[config.mk]
export PLATFORM = sky130hd
export DESIGN_NAME = alu_operand_stage
export DESIGN_NICKNAME = d
export VERILOG_FILES = /design/src/rtl/alu_operand_stage.sv
export SDC_FILE = /design/constraint.sdc
export NUM_CORES = 1
export LEC_CHECK = 0
export BUFFER_PORTS_ARGS = -buffer_cell sky130_fd_sc_hd__buf_2
export CORE_ASPECT_RATIO = 1.4
export CORE_MARGIN = 3
export CORE_UTILIZATION = 54
export DETAILED_ROUTE_END_ITERATION = 7
export PLACE_DENSITY_LB_ADDON = 0.12
export SKIP_CTS_REPAIR_TIMING = 1
export SYNTH_ARGS = -nofsm -noshare
export SYNTH_HDL_FRONTEND = slang
export SYNTH_SLANG_ARGS = --single-unit
[constraint.sdc]
create_clock -name clk_i -period 5.46 [get_ports clk_i]
set_input_delay 0.273 -clock clk_i [delete_from_list [all_inputs] [get_ports clk_i]]
set_output_delay 0.273 -clock clk_i [all_outputs]
set_load 0.03 [all_outputs]
[src/rtl/alu_operand_stage.sv]
// RV64I execute-issue stage: decodes the instruction into ALU op/operands plus
// writeback metadata, buffered through a 2-entry output/skid register pair.
module alu_operand_stage #(
   parameter int unsigned XLEN = 64
) (
   input  logic            clk_i,
   input  logic            reset_i,
   input  logic            valid_i,
   output logic            ready_o,
   input  logic [31:0]     inst_i,
   input  logic [XLEN-1:0] pc_i,
   input  logic [XLEN-1:0] rs1_data_i,
   input  logic [XLEN-1:0] rs2_data_i,
   output logic            valid_o,
   input  logic            ready_i,
   output logic [3:0]      op_o,
   output logic [XLEN-1:0] in1_o,
   output logic [XLEN-1:0] in2_o,
   output logic [4:0]      rd_o,
   output logic            word_o,
   output logic            illegal_o
);

   // ALU operation encoding shared with the alu block
   localparam logic [3:0] ALU_ADD  = 4'd0;
   localparam logic [3:0] ALU_SUB  = 4'd1;
   localparam logic [3:0] ALU_SLL  = 4'd2;
   localparam logic [3:0] ALU_SLT  = 4'd3;
   localparam logic [3:0] ALU_SLTU = 4'd4;
   localparam logic [3:0] ALU_XOR  = 4'd5;
   localparam logic [3:0] ALU_SRL  = 4'd6;
   localparam logic [3:0] ALU_SRA  = 4'd7;
   localparam logic [3:0] ALU_OR   = 4'd8;
   localparam logic [3:0] ALU_AND  = 4'd9;

   typedef struct packed {
      logic [3:0]      op;
      logic [XLEN-1:0] in1;
      logic [XLEN-1:0] in2;
      logic [4:0]      rd;
      logic            word;
      logic            illegal;
   } bundle_t;

   localparam bundle_t BUNDLE_RST = '{op: ALU_ADD, in1: '0, in2: '0, rd: '0,
                                      word: 1'b0, illegal: 1'b0};

   bundle_t         dec;
   bundle_t         or_q, sk_q;
   logic            or_valid_q, sk_valid_q;
   logic            accept, emit;
   logic [2:0]      f3;
   logic [6:0]      f7;
   logic [XLEN-1:0] imm_i, imm_u, rs1_zext, rs1_sext;

   assign f3       = inst_i[14:12];
   assign f7       = inst_i[31:25];
   assign imm_i    = {{(XLEN-12){inst_i[31]}}, inst_i[31:20]};
   assign imm_u    = {{(XLEN-32){inst_i[31]}}, inst_i[31:12], 12'b0};
   assign rs1_zext = {{(XLEN-32){1'b0}}, rs1_data_i[31:0]};
   assign rs1_sext = {{(XLEN-32){rs1_data_i[31]}}, rs1_data_i[31:0]};

   always_comb begin
      dec         = BUNDLE_RST;
      dec.rd      = inst_i[11:7];
      dec.in1     = rs1_data_i;
      dec.in2     = rs2_data_i;
      case (inst_i[6:0])
         7'h13: begin
            dec.in2 = imm_i;
            case (f3)
               3'd0: dec.op = ALU_ADD;
               3'd1: begin
                  dec.op      = ALU_SLL;
                  dec.in2     = {{(XLEN-6){1'b0}}, inst_i[25:20]};
                  dec.illegal = (inst_i[31:26] != 6'b000000);
               end
               3'd2: dec.op = ALU_SLT;
               3'd3: dec.op = ALU_SLTU;
               3'd4: dec.op = ALU_XOR;
               3'd5: begin
                  dec.op      = inst_i[30] ? ALU_SRA : ALU_SRL;
                  dec.in2     = {{(XLEN-6){1'b0}}, inst_i[25:20]};
                  dec.illegal = (inst_i[31:26] != 6'b000000) && (inst_i[31:26] != 6'b010000);
               end
               3'd6: dec.op = ALU_OR;
               default: dec.op = ALU_AND;
            endcase
         end
         7'h33: begin
            if (f7 == 7'h00) begin
               case (f3)
                  3'd0: dec.op = ALU_ADD;
                  3'd1: dec.op = ALU_SLL;
                  3'd2: dec.op = ALU_SLT;
                  3'd3: dec.op = ALU_SLTU;
                  3'd4: dec.op = ALU_XOR;
                  3'd5: dec.op = ALU_SRL;
                  3'd6: dec.op = ALU_OR;
                  default: dec.op = ALU_AND;
               endcase
            end else if (f7 == 7'h20 && f3 == 3'd0) dec.op = ALU_SUB;
            else if (f7 == 7'h20 && f3 == 3'd5) dec.op = ALU_SRA;
            else dec.illegal = 1'b1;
         end
         7'h37: begin
            dec.in1 = '0;
            dec.in2 = imm_u;
         end
         7'h17: begin
            dec.in1 = pc_i;
            dec.in2 = imm_u;
         end
         7'h1B: begin
            dec.word = 1'b1;
            dec.in2  = {{(XLEN-5){1'b0}}, inst_i[24:20]};
            if (f3 == 3'd0) dec.in2 = imm_i;
            else if (f3 == 3'd1 && f7 == 7'h00) dec.op = ALU_SLL;
            else if (f3 == 3'd5 && f7 == 7'h00) begin
               dec.op  = ALU_SRL;
               dec.in1 = rs1_zext;
            end else if (f3 == 3'd5 && f7 == 7'h20) begin
               dec.op  = ALU_SRA;
               dec.in1 = rs1_sext;
            end else dec.illegal = 1'b1;
         end
         7'h3B: begin
            dec.word = 1'b1;
            if (f3 != 3'd0) dec.in2 = {{(XLEN-5){1'b0}}, rs2_data_i[4:0]};
            if (f7 == 7'h00 && f3 == 3'd0) dec.op = ALU_ADD;
            else if (f7 == 7'h20 && f3 == 3'd0) dec.op = ALU_SUB;
            else if (f7 == 7'h00 && f3 == 3'd1) dec.op = ALU_SLL;
            else if (f7 == 7'h00 && f3 == 3'd5) begin
               dec.op  = ALU_SRL;
               dec.in1 = rs1_zext;
            end else if (f7 == 7'h20 && f3 == 3'd5) begin
               dec.op  = ALU_SRA;
               dec.in1 = rs1_sext;
            end else dec.illegal = 1'b1;
         end
         default: dec.illegal = 1'b1;
      endcase
      // Illegal bundles travel with neutral operands so the ALU sees a harmless ADD
      if (dec.illegal) begin
         dec.op   = ALU_ADD;
         dec.in1  = '0;
         dec.in2  = '0;
         dec.word = 1'b0;
      end
   end

   assign accept = valid_i && ready_o;
   assign emit   = or_valid_q && ready_i;

   // Accept is only possible with SK empty, so the SK->OR move never coincides with a refill
   always_ff @(posedge clk_i) begin
      if (reset_i) begin
         or_q       <= BUNDLE_RST;
         sk_q       <= BUNDLE_RST;
         or_valid_q <= 1'b0;
         sk_valid_q <= 1'b0;
         ready_o    <= 1'b1;
      end else begin
         if (emit && sk_valid_q) begin
            or_q       <= sk_q;
            sk_valid_q <= 1'b0;
            ready_o    <= 1'b1;
         end else if (accept && (!or_valid_q || emit)) begin
            or_q       <= dec;
            or_valid_q <= 1'b1;
         end else if (accept) begin
            sk_q       <= dec;
            sk_valid_q <= 1'b1;
            ready_o    <= 1'b0;
         end else if (emit) begin
            or_valid_q <= 1'b0;
         end
      end
   end

   assign valid_o   = or_valid_q;
   assign op_o      = or_q.op;
   assign in1_o     = or_q.in1;
   assign in2_o     = or_q.in2;
   assign rd_o      = or_q.rd;
   assign word_o    = or_q.word;
   assign illegal_o = or_q.illegal;

endmodule

### Yosys cells after proc, flatten, opt, wreduce, memory -nomap -nowiden

Index checks and enable logic that the tools add are counted.

| cells by class | value |
|---|---|
| muxes and demuxes | 39 |
| reductions and logical operators | 25 |
| bitwise logic cells | 2 |
| equal/unequal tests | 15 |

Operators with widths:

| operator | number |
|---|---|
| $pmux W64 S4 | 2 |
| $mux W64 | 6 |
| $mux W139 | 2 |
| $mux W67 | 2 |
| $mux W132 | 1 |
| $mux W68 | 1 |
| $pmux W4 S7 | 2 |
| $eq A7 B6 Y1 const B | 4 |
| $eq A7 B5 Y1 const B | 3 |
| $mux W4 | 5 |
| $pmux W4 S4 | 1 |
| $mux W1 | 14 |
| $logic_and A1 B1 Y1 | 10 |
| $eq A3 B3 Y1 const B | 3 |
| $reduce_or A2 Y1 | 4 |
| $logic_not A7 Y1 | 1 |
| $eq A3 B2 Y1 const B | 2 |
| $ne A6 B5 Y1 const B | 1 |
| $reduce_and A3 Y1 | 2 |
| $reduce_bool A6 Y1 | 1 |
| $pmux W1 S5 | 1 |
| $reduce_bool A2 Y1 | 2 |
| $eq A3 B1 Y1 const B | 1 |
| $logic_not A3 Y1 | 1 |
| 8 further kinds | 9 |

| word-level totals | value |
|---|---|
| logic and storage cells | 96 |
| register bits after elaboration | 281 |
| input bits | 228 |
| output and inout port bits | 141 |

### Logic depth before layout (Yosys ltp)

Gate-level depths: netlist of the first run.

| depth | value |
|---|---|
| depth after elaboration | 11 |
| mapped depth | 8 |
| gate-level depth less buffers | 5 |

### Worst setup path before layout of the first run

No wires, ideal clock.

| path | value |
|---|---|
| kind | input to register |
| from | in inst_i[6] |
| to | reg or_q, in the netlist in1_o[51] |
| data required time | 5326 ps |
| arrival time | 1850 ps |
| buffers on the path | 2 |
| slack | 3477 ps |
| setup time | 134 ps |
| stages | 7 |
| cells stage by stage | and4b_1 -> clkbuf_1 -> nand4_1 -> o21a_1 -> clkbuf_1 -> a221oi_1 -> o22ai_1 |

| on the way | value |
|---|---|
| word-level cells in the longest chain between the ends | 6 |
| elaborated cells on any way between the ends | 12 |
| classes of those cells | 6 x eq/ne; 5 x mux; 1 x reduce/logical |

Ends and longest elaborated chain:

| element | line | RTL |
|---|---|---|
| start: declaration | 10 | `input logic [31:0] inst_i,` |
| $eq A7 B5 Y1 / $eq A7 B6 Y1 (equally long branches) | 68 | `case (inst_i[6:0])` |
| $reduce_or A2 Y1 (no source line) | - |  |
| $pmux W1 S5 | 68 |  |
| $mux W132 * | 144 | `if (dec.illegal) begin` |
| $mux W139 * | 168 | `end else if (accept && (!or_valid_q \|\| emit)) begin` |
| $mux W139 * | 164 | `if (emit && sk_valid_q) begin` |
| end signal: assignment | 165 | `or_q <= sk_q;` |
| end: declaration | 49 | `bundle_t or_q, sk_q;` |

Mark *: on every way between the ends. The rest lies on a longest branch, timed or not. The select of a mux whose other input is x is not followed.
A chain may end at the register's enable or synchronous reset.

### Worst setup path after layout of the first run

| path | value |
|---|---|
| from | reg sk_valid_q |
| to | reg or_q, in the netlist in1_o[29] |

| on the way | value |
|---|---|
| word-level cells in the longest chain between the ends | 2 |
| elaborated cells on any way between the ends | 3 |
| classes of those cells | 1 x mux; 2 x reduce/logical |

Ends and longest elaborated chain:

| element | line | RTL |
|---|---|---|
| start: declaration | 50 | `logic or_valid_q, sk_valid_q;` |
| start signal: assignment | 161 | `sk_valid_q <= 1'b0;` |
| start signal: assignment | 166 | `sk_valid_q <= 1'b0;` |
| start signal: assignment | 173 | `sk_valid_q <= 1'b1;` |
| $logic_and A1 B1 Y1 * | 164 |  |
| $mux W139 / $reduce_bool A2 Y1 (equally long branches) | - |  |

Mark *: on every way between the ends. The rest lies on a longest branch, timed or not.

==> impl_metrics.env, run 1 <==
export IMPL_status="finished, final reports clean"
export IMPL_grt_pass1_wl_mm=56.2
export IMPL_drt_initial_drc_count=1105
export IMPL_fin_tns_setup_ns=0
export IMPL_r2r_slack_ns=2.52
export IMPL_die_area_um2=22500
export IMPL_fin_crit_ns=2.94
export IMPL_cts_buffers=27
export IMPL_std_cell_rows=61
export IMPL_start_util_pct=55.7
export IMPL_rr_worst_depth=6
export IMPL_ant_nets=0
export IMPL_start_kind="flop"
export IMPL_grt_pass1_vias=10700
export IMPL_drive_gt1_share_pct=27.7
export IMPL_hold_class="input port to flop"
export IMPL_drc=0
export IMPL_die_x_um=128
export IMPL_ys_warn_count=0
export IMPL_ir_drop_mv=0.217
export IMPL_pin_count=369
export IMPL_synth_area_um2=11200
export IMPL_fin_area_um2=13800
export IMPL_power_density_nw_per_um2=303
export IMPL_cp_slowest_cell="a21oi_1"
export IMPL_synthCells=1272
export IMPL_synth_main_ff_cell="dfxtp_1"
export IMPL_overflow=0
export IMPL_clockBufferDepth=3
export IMPL_crit_chain="nand2b_1 -> a21oi_1 -> nor2b_1 -> nand4_4 -> buf_4 -> o22ai_1"
export IMPL_drtPass1Iterations=5
export IMPL_critical_path_n_buffers_inverters=1
export IMPL_crit_cells=6
export IMPL_place_congestion=0.855
export IMPL_synth_edf_count=0
export IMPL_setup_violations=0
export IMPL_reg2reg_from="sk_valid_q"
export IMPL_core_area_um2=20100
export IMPL_num_vias=11400
export IMPL_cts_sinks=281
export IMPL_ys_seq_area_share_pct=50.3
export IMPL_grt_max_degree=131
export IMPL_ys_seq_elements=281
export IMPL_rsz0062_at_grt="false"
export IMPL_die_h_um=176
export IMPL_rr_endpoint="in1_o[29]"
export IMPL_yosysUniqueCellTypes=45
export IMPL_clk_pin_slew_ns=0.06
export IMPL_fillers=1700
export IMPL_path_class="flop to flop"
export IMPL_wl_per_cell_um=19.9
export IMPL_post_dp_cell_area_um2=13000
export IMPL_slew_violations=0
export IMPL_finalHoldViolCount=0
export IMPL_critPathMaxFanout=51
export IMPL_areaGrowthSynthToFinish_pct=23.5
export IMPL_via_per_inst=6.28
export IMPL_tritoncts="yes"
export IMPL_num_nets_final=1778
export IMPL_antenna_found_initial=3
export IMPL_htreeDepth=1
export IMPL_crit_start="sk_valid_q"
export IMPL_slowest_delay_ns=0.60
export IMPL_clock_skew_ns=0.00747
export IMPL_endpoint="in1_o[29]"
export IMPL_clock_root_buffer="clkbuf_16"
export IMPL_synthesis_nets=1500
export IMPL_io_buffers=368
export IMPL_fmax_ghz=0.340
export IMPL_tightest_slew_ns=1.22
export IMPL_insertion_delay_ns=0.52
export IMPL_maxCapViolations=0
export IMPL_crit_required_ns=5.89
export IMPL_wl_mm=36.2
export IMPL_fin_crit_sh_pct=53.8
export IMPL_syn_area_per_cell_um2=8.79
export IMPL_max_slew_margin_pct=18.6
export IMPL_async_flop_share_pct=0
export IMPL_critPathArrivalTime_ns=3.37
export IMPL_p_leak_nw=5.70
export IMPL_post_dp_hpwl_mm=23.2
export IMPL_cp_end_kind="flop"
export IMPL_critPathTopFamily="simple AND/OR/NAND/NOR gates"
export IMPL_grt_usage_pct=30.1
-- through the flow --
step	power (W)	cells	hold WS (ns)	utilization (%)	worst slack, ns
global route	0.00431	1822	0.0109	68.8	2.30
floorplan	0.00229	1272	0.409	-	3.48
global placement	0.00244	1773	0.434	64.6	2.25
finish	0.00418	1822	0.0118	68.8	2.52
CTS	0.00421	1821	-0.00741	68.8	2.56
detailed placement	0.00244	1773	0.441	64.6	2.20
-- cell usage in the layout (no fill, tap or decap), drive strengths merged, types with 2 or more instances in the layout --
cell type / Yosys / layout
clkbuf: 104 / 40
nor2: 20 / 20
a222oi: 6 / 6
nand3: 11 / 11
nand2: 156 / 156
nand4: 6 / 6
nor3: 7 / 7
or2: 3 / 3
dfxtp: 281 / 281
o21ai: 136 / 136
buf: 29 / 382
o41a: 2 / 2
o21a: 2 / 2
clkinv: 0 / 7
a211oi: 2 / 2
inv: 4 / 4
a21oi: 87 / 87
o22ai: 142 / 142
a221oi: 41 / 41
nor4: 2 / 2
and3: 43 / 43
a22oi: 145 / 145
nor2b: 15 / 15
and2: 4 / 4
nand2b: 7 / 7
-- worst min path at each step --
stage | startpoint | to | slack (ns) | cells after the start
6_report | inst_i[7] | sk_q[2] | 0.01 | 3
5_1_grt | inst_i[8] | sk_q[3] | 0.01 | 3
4_1_cts | inst_i[7] | sk_q[2] | -0.007 | 3
3_5_place_dp | sk_q[100] | sk_q[100] | 0.44 | 2
3_3_place_gp | sk_q[75] | sk_q[75] | 0.43 | 2
2_1_floorplan | inst_i[7] | sk_q[2] | 0.41 | 2
-- tightest hold or removal path: stages --
cell,delay (ns)
buf_2,0.10
nand2_1,0.05
a21oi_1,0.05
-- Yosys cell counts, types with 11 or more instances --
cell | instances | share of area, %
o22ai_1 | 142 | 7.9
o21ai_0 | 20 | 0.90
nand2_1 | 156 | 5.2
buf_2 | 27 | 1.2
nor2b_1 | 15 | 0.84
dfxtp_1 | 281 | 50
a22oi_1 | 145 | 9.7
a221oi_1 | 41 | 3.2
clkbuf_1 | 104 | 3.5
a21oi_1 | 87 | 3.9
nand3_1 | 11 | 0.49
nor2_1 | 20 | 0.67
and3_1 | 43 | 2.4
o21ai_1 | 116 | 5.2
-- where the power goes --
part / total (W) / internal, W / switching, W
registers: 0.00207 / 0.00206 / 0.00000757
clock network: 0.00178 / 0.00102 / 0.000757
logic: 0.000332 / 0.000118 / 0.000214
-- logic make-up after synthesis --
family	synth area share (%)
compound gates	32.8
xor+xnor	0.0784
buf+inv	4.90
flops	50.3
simple gates	11.9
-- registers in the layout (all words and copies together), names as in the netlist --
signal,flops
illegal_o,1
in1_o,64
in2_o,64
op_o,4
rd_o,5
ready_o,1
sk_q,139
sk_valid_q,1
valid_o,1
word_o,1
-- layout make-up --
type	count	area, µm²	area share (%)
Antenna cell	1	2.50	0.0181
Clock buffer	40	774	5.61
Clock inverter	8	65.1	0.471
Inverter	4	15.0	0.109
Multi-Input combinational cell	854	5050	36.6
Sequential cell	281	5630	40.7
Tap cell	252	315	2.28
Timing Repair Buffer	382	1960	14.2
-- layer usage --
| layer | track usage (%) | vias up | share of wire, % |
|---|---|---|---|
| met5 | 0 | - | 0.058 |
| met4 | 10.4 | 4 | 3.6 |
| met3 | 6.11 | 86 | 8.9 |
| met2 | 50.2 | 554 | 49 |
| met1 | 39.0 | 5416 | 39 |
| li1 | - | 5377 | - |
No activity file was read; power rests on OpenSTA's default activity.
==> run 2, diff against run 1 <==
Settings changed: CORE_UTILIZATION 54 to 46.
Clock period 5.46 ns to 2.7 ns, I/O delays scaled along.
==> impl_metrics.env, run 2 (synthesis results as in run 1) <==
export IMPL_fmax_ghz=0.418
export IMPL_clock_skew_ns=0.00950
export IMPL_overflow=0
export IMPL_fin_tns_setup_ns=0
export IMPL_top_register="sk_q"
export IMPL_rr_worst_depth=7
export IMPL_maxCapViolations=0
export IMPL_antenna_found_initial=3
export IMPL_fin_crit_ns=2.39
export IMPL_ir_drop_mv=0.464
export IMPL_grt_usage_pct=26.3
export IMPL_power_density_nw_per_um2=565
export IMPL_min_to="sk_q[76]"
export IMPL_slew_violations=0
export IMPL_detailedPlace_worstSlack_ns=0.285
export IMPL_drt_initial_drc_count=1023
export IMPL_clock_root_buffer="clkbuf_16"
export IMPL_drtPass1Iterations=6
export IMPL_die_h_um=190
export IMPL_drc=0
export IMPL_rsz0062_at_grt="false"
export IMPL_areaGrowthSynthToFinish_pct=42.4
export IMPL_status="finished with violations"
export IMPL_std_cell_rows=66
export IMPL_pin_count=369
export IMPL_hp_start="rs1_data_i[5]"
export IMPL_final_common_cell="buf_2"
export IMPL_tritoncts="yes"
export IMPL_clk_pin_slew_ns=0.06
export IMPL_die_x_um=138
export IMPL_cp_end_kind="flop"
export IMPL_clockBufferDepth=3
export IMPL_r2r_slack_ns=0.64
export IMPL_core_area_um2=23500
export IMPL_htreeDepth=1
export IMPL_path_class="input port to flop"
export IMPL_num_nets_final=1971
export IMPL_wl_per_cell_um=19.5
export IMPL_via_per_inst=5.93
export IMPL_crit_required_ns=3.10
export IMPL_setup_violations=0
export IMPL_tightest_slew_ns=1.00
export IMPL_busiest_layer="met2"
export IMPL_drive_gt1_share_pct=26.1
export IMPL_die_area_um2=26200
export IMPL_start_util_pct=47.5
export IMPL_cts_buffers=28
export IMPL_rr_endpoint="sk_q[116]"
export IMPL_insertion_delay_ns=0.54
export IMPL_num_vias=12300
export IMPL_finalHoldViolCount=12
export IMPL_largest_reg_flops=139
export IMPL_grt_pass1_wl_mm=56.4
export IMPL_post_dp_hpwl_mm=24.6
export IMPL_reg2reg_from="valid_o"
export IMPL_grt_use_met3_pct=6.26
export IMPL_layout_common_cells="buf_2, dfxtp_1, dlygate4sd3_1"
export IMPL_critPathArrivalTime_ns=2.80
export IMPL_violations="hold timing"
export IMPL_p_leak_nw=6.59
export IMPL_place_congestion=0.882
export IMPL_wl_mm=40.5
export IMPL_grt_pass1_vias=10600
export IMPL_start_kind="input port"
export IMPL_max_slew_margin_pct=33.2
export IMPL_holdPathStages=3
export IMPL_fin_crit_sh_pct=88.6
export IMPL_cts_sinks=281
export IMPL_use_met2_pct=44.3
export IMPL_grt_util_met1_pct=33.5
export IMPL_hold_class="input port to flop"
export IMPL_fin_ws_ns=0.307
export IMPL_critPathMaxFanout=13
export IMPL_ant_nets=0
export IMPL_grt_max_degree=83
export IMPL_holdWs_ns=-0.0406
export IMPL_io_buffers=368
-- run 2: changes by cell type in the layout (fill, tap and decap cells not counted), sizes merged --
cell	previous run	this run
dlygate4sd3	0	169
buf	382	405
clkbuf	40	43
clkinv	7	5
bufinv	1	2
-- run 2: metrics by stage --
stage / cell area [µm²] / std cells / hold slack (ns) / util, % / total power [W]
finish: 15900 / 2070 / -0.0406 / 67.7 / 0.00900
global placement: 13300 / 1850 / 0.395 / 56.5 / 0.00497
floorplan: 11200 / 1272 / 0.271 / - / 0.00464
detailed placement: 13300 / 1850 / 0.401 / 56.5 / 0.00498
CTS: 14200 / 1900 / -0.161 / 60.5 / 0.00885
global route: 15900 / 2070 / 0.00356 / 67.7 / 0.00931
-- run 2: area by class of cell --
class,count,area [µm²]
Fill cell,1907,7610
Inverter,4,15.0
Antenna cell,1,2.50
Clock inverter,7,85.1
Sequential cell,281,5630
Multi-Input combinational cell,854,5050
Tap cell,306,383
Clock buffer,43,838
Timing Repair Buffer,574,3930
-- run 2: how the worst max path moves through the flow --
stage,startpoint,endpoint,slack (ns),cells after the start
global route,inst_i[28],in1_o[55],0.22,8
floorplan,valid_o,sk_q[127],0.74,8
finish,inst_i[28],in1_o[55],0.31,8
detailed placement,inst_i[28],sk_q[32],0.29,8
CTS,valid_o,sk_q[32],0.65,7
global placement,inst_i[28],sk_q[17],0.33,8
-- run 2: critical path, stage by stage --
cell           delay (ns)
buf_2                0.13
nor4_4               0.52
nand4_1              0.19
o21a_1               0.44
buf_4                0.30
a221oi_1             0.36
dlygate4sd3_1        0.64
o22ai_1              0.08
-- run 2: layer usage --
layer	vias up	part of all wire, %
li1	5751	-
met4	4	3.5
met3	112	8.7
met1	5773	38
met5	-	0.052
met2	636	49
-- run 2: power by group --
part | internal [W] | total, W | switching [W]
clock | 0.00231 | 0.00390 | 0.00158
sequential | 0.00417 | 0.00419 | 0.0000151
combinational | 0.000425 | 0.000916 | 0.000491
total | 0.00691 | 0.00900 | 0.00209
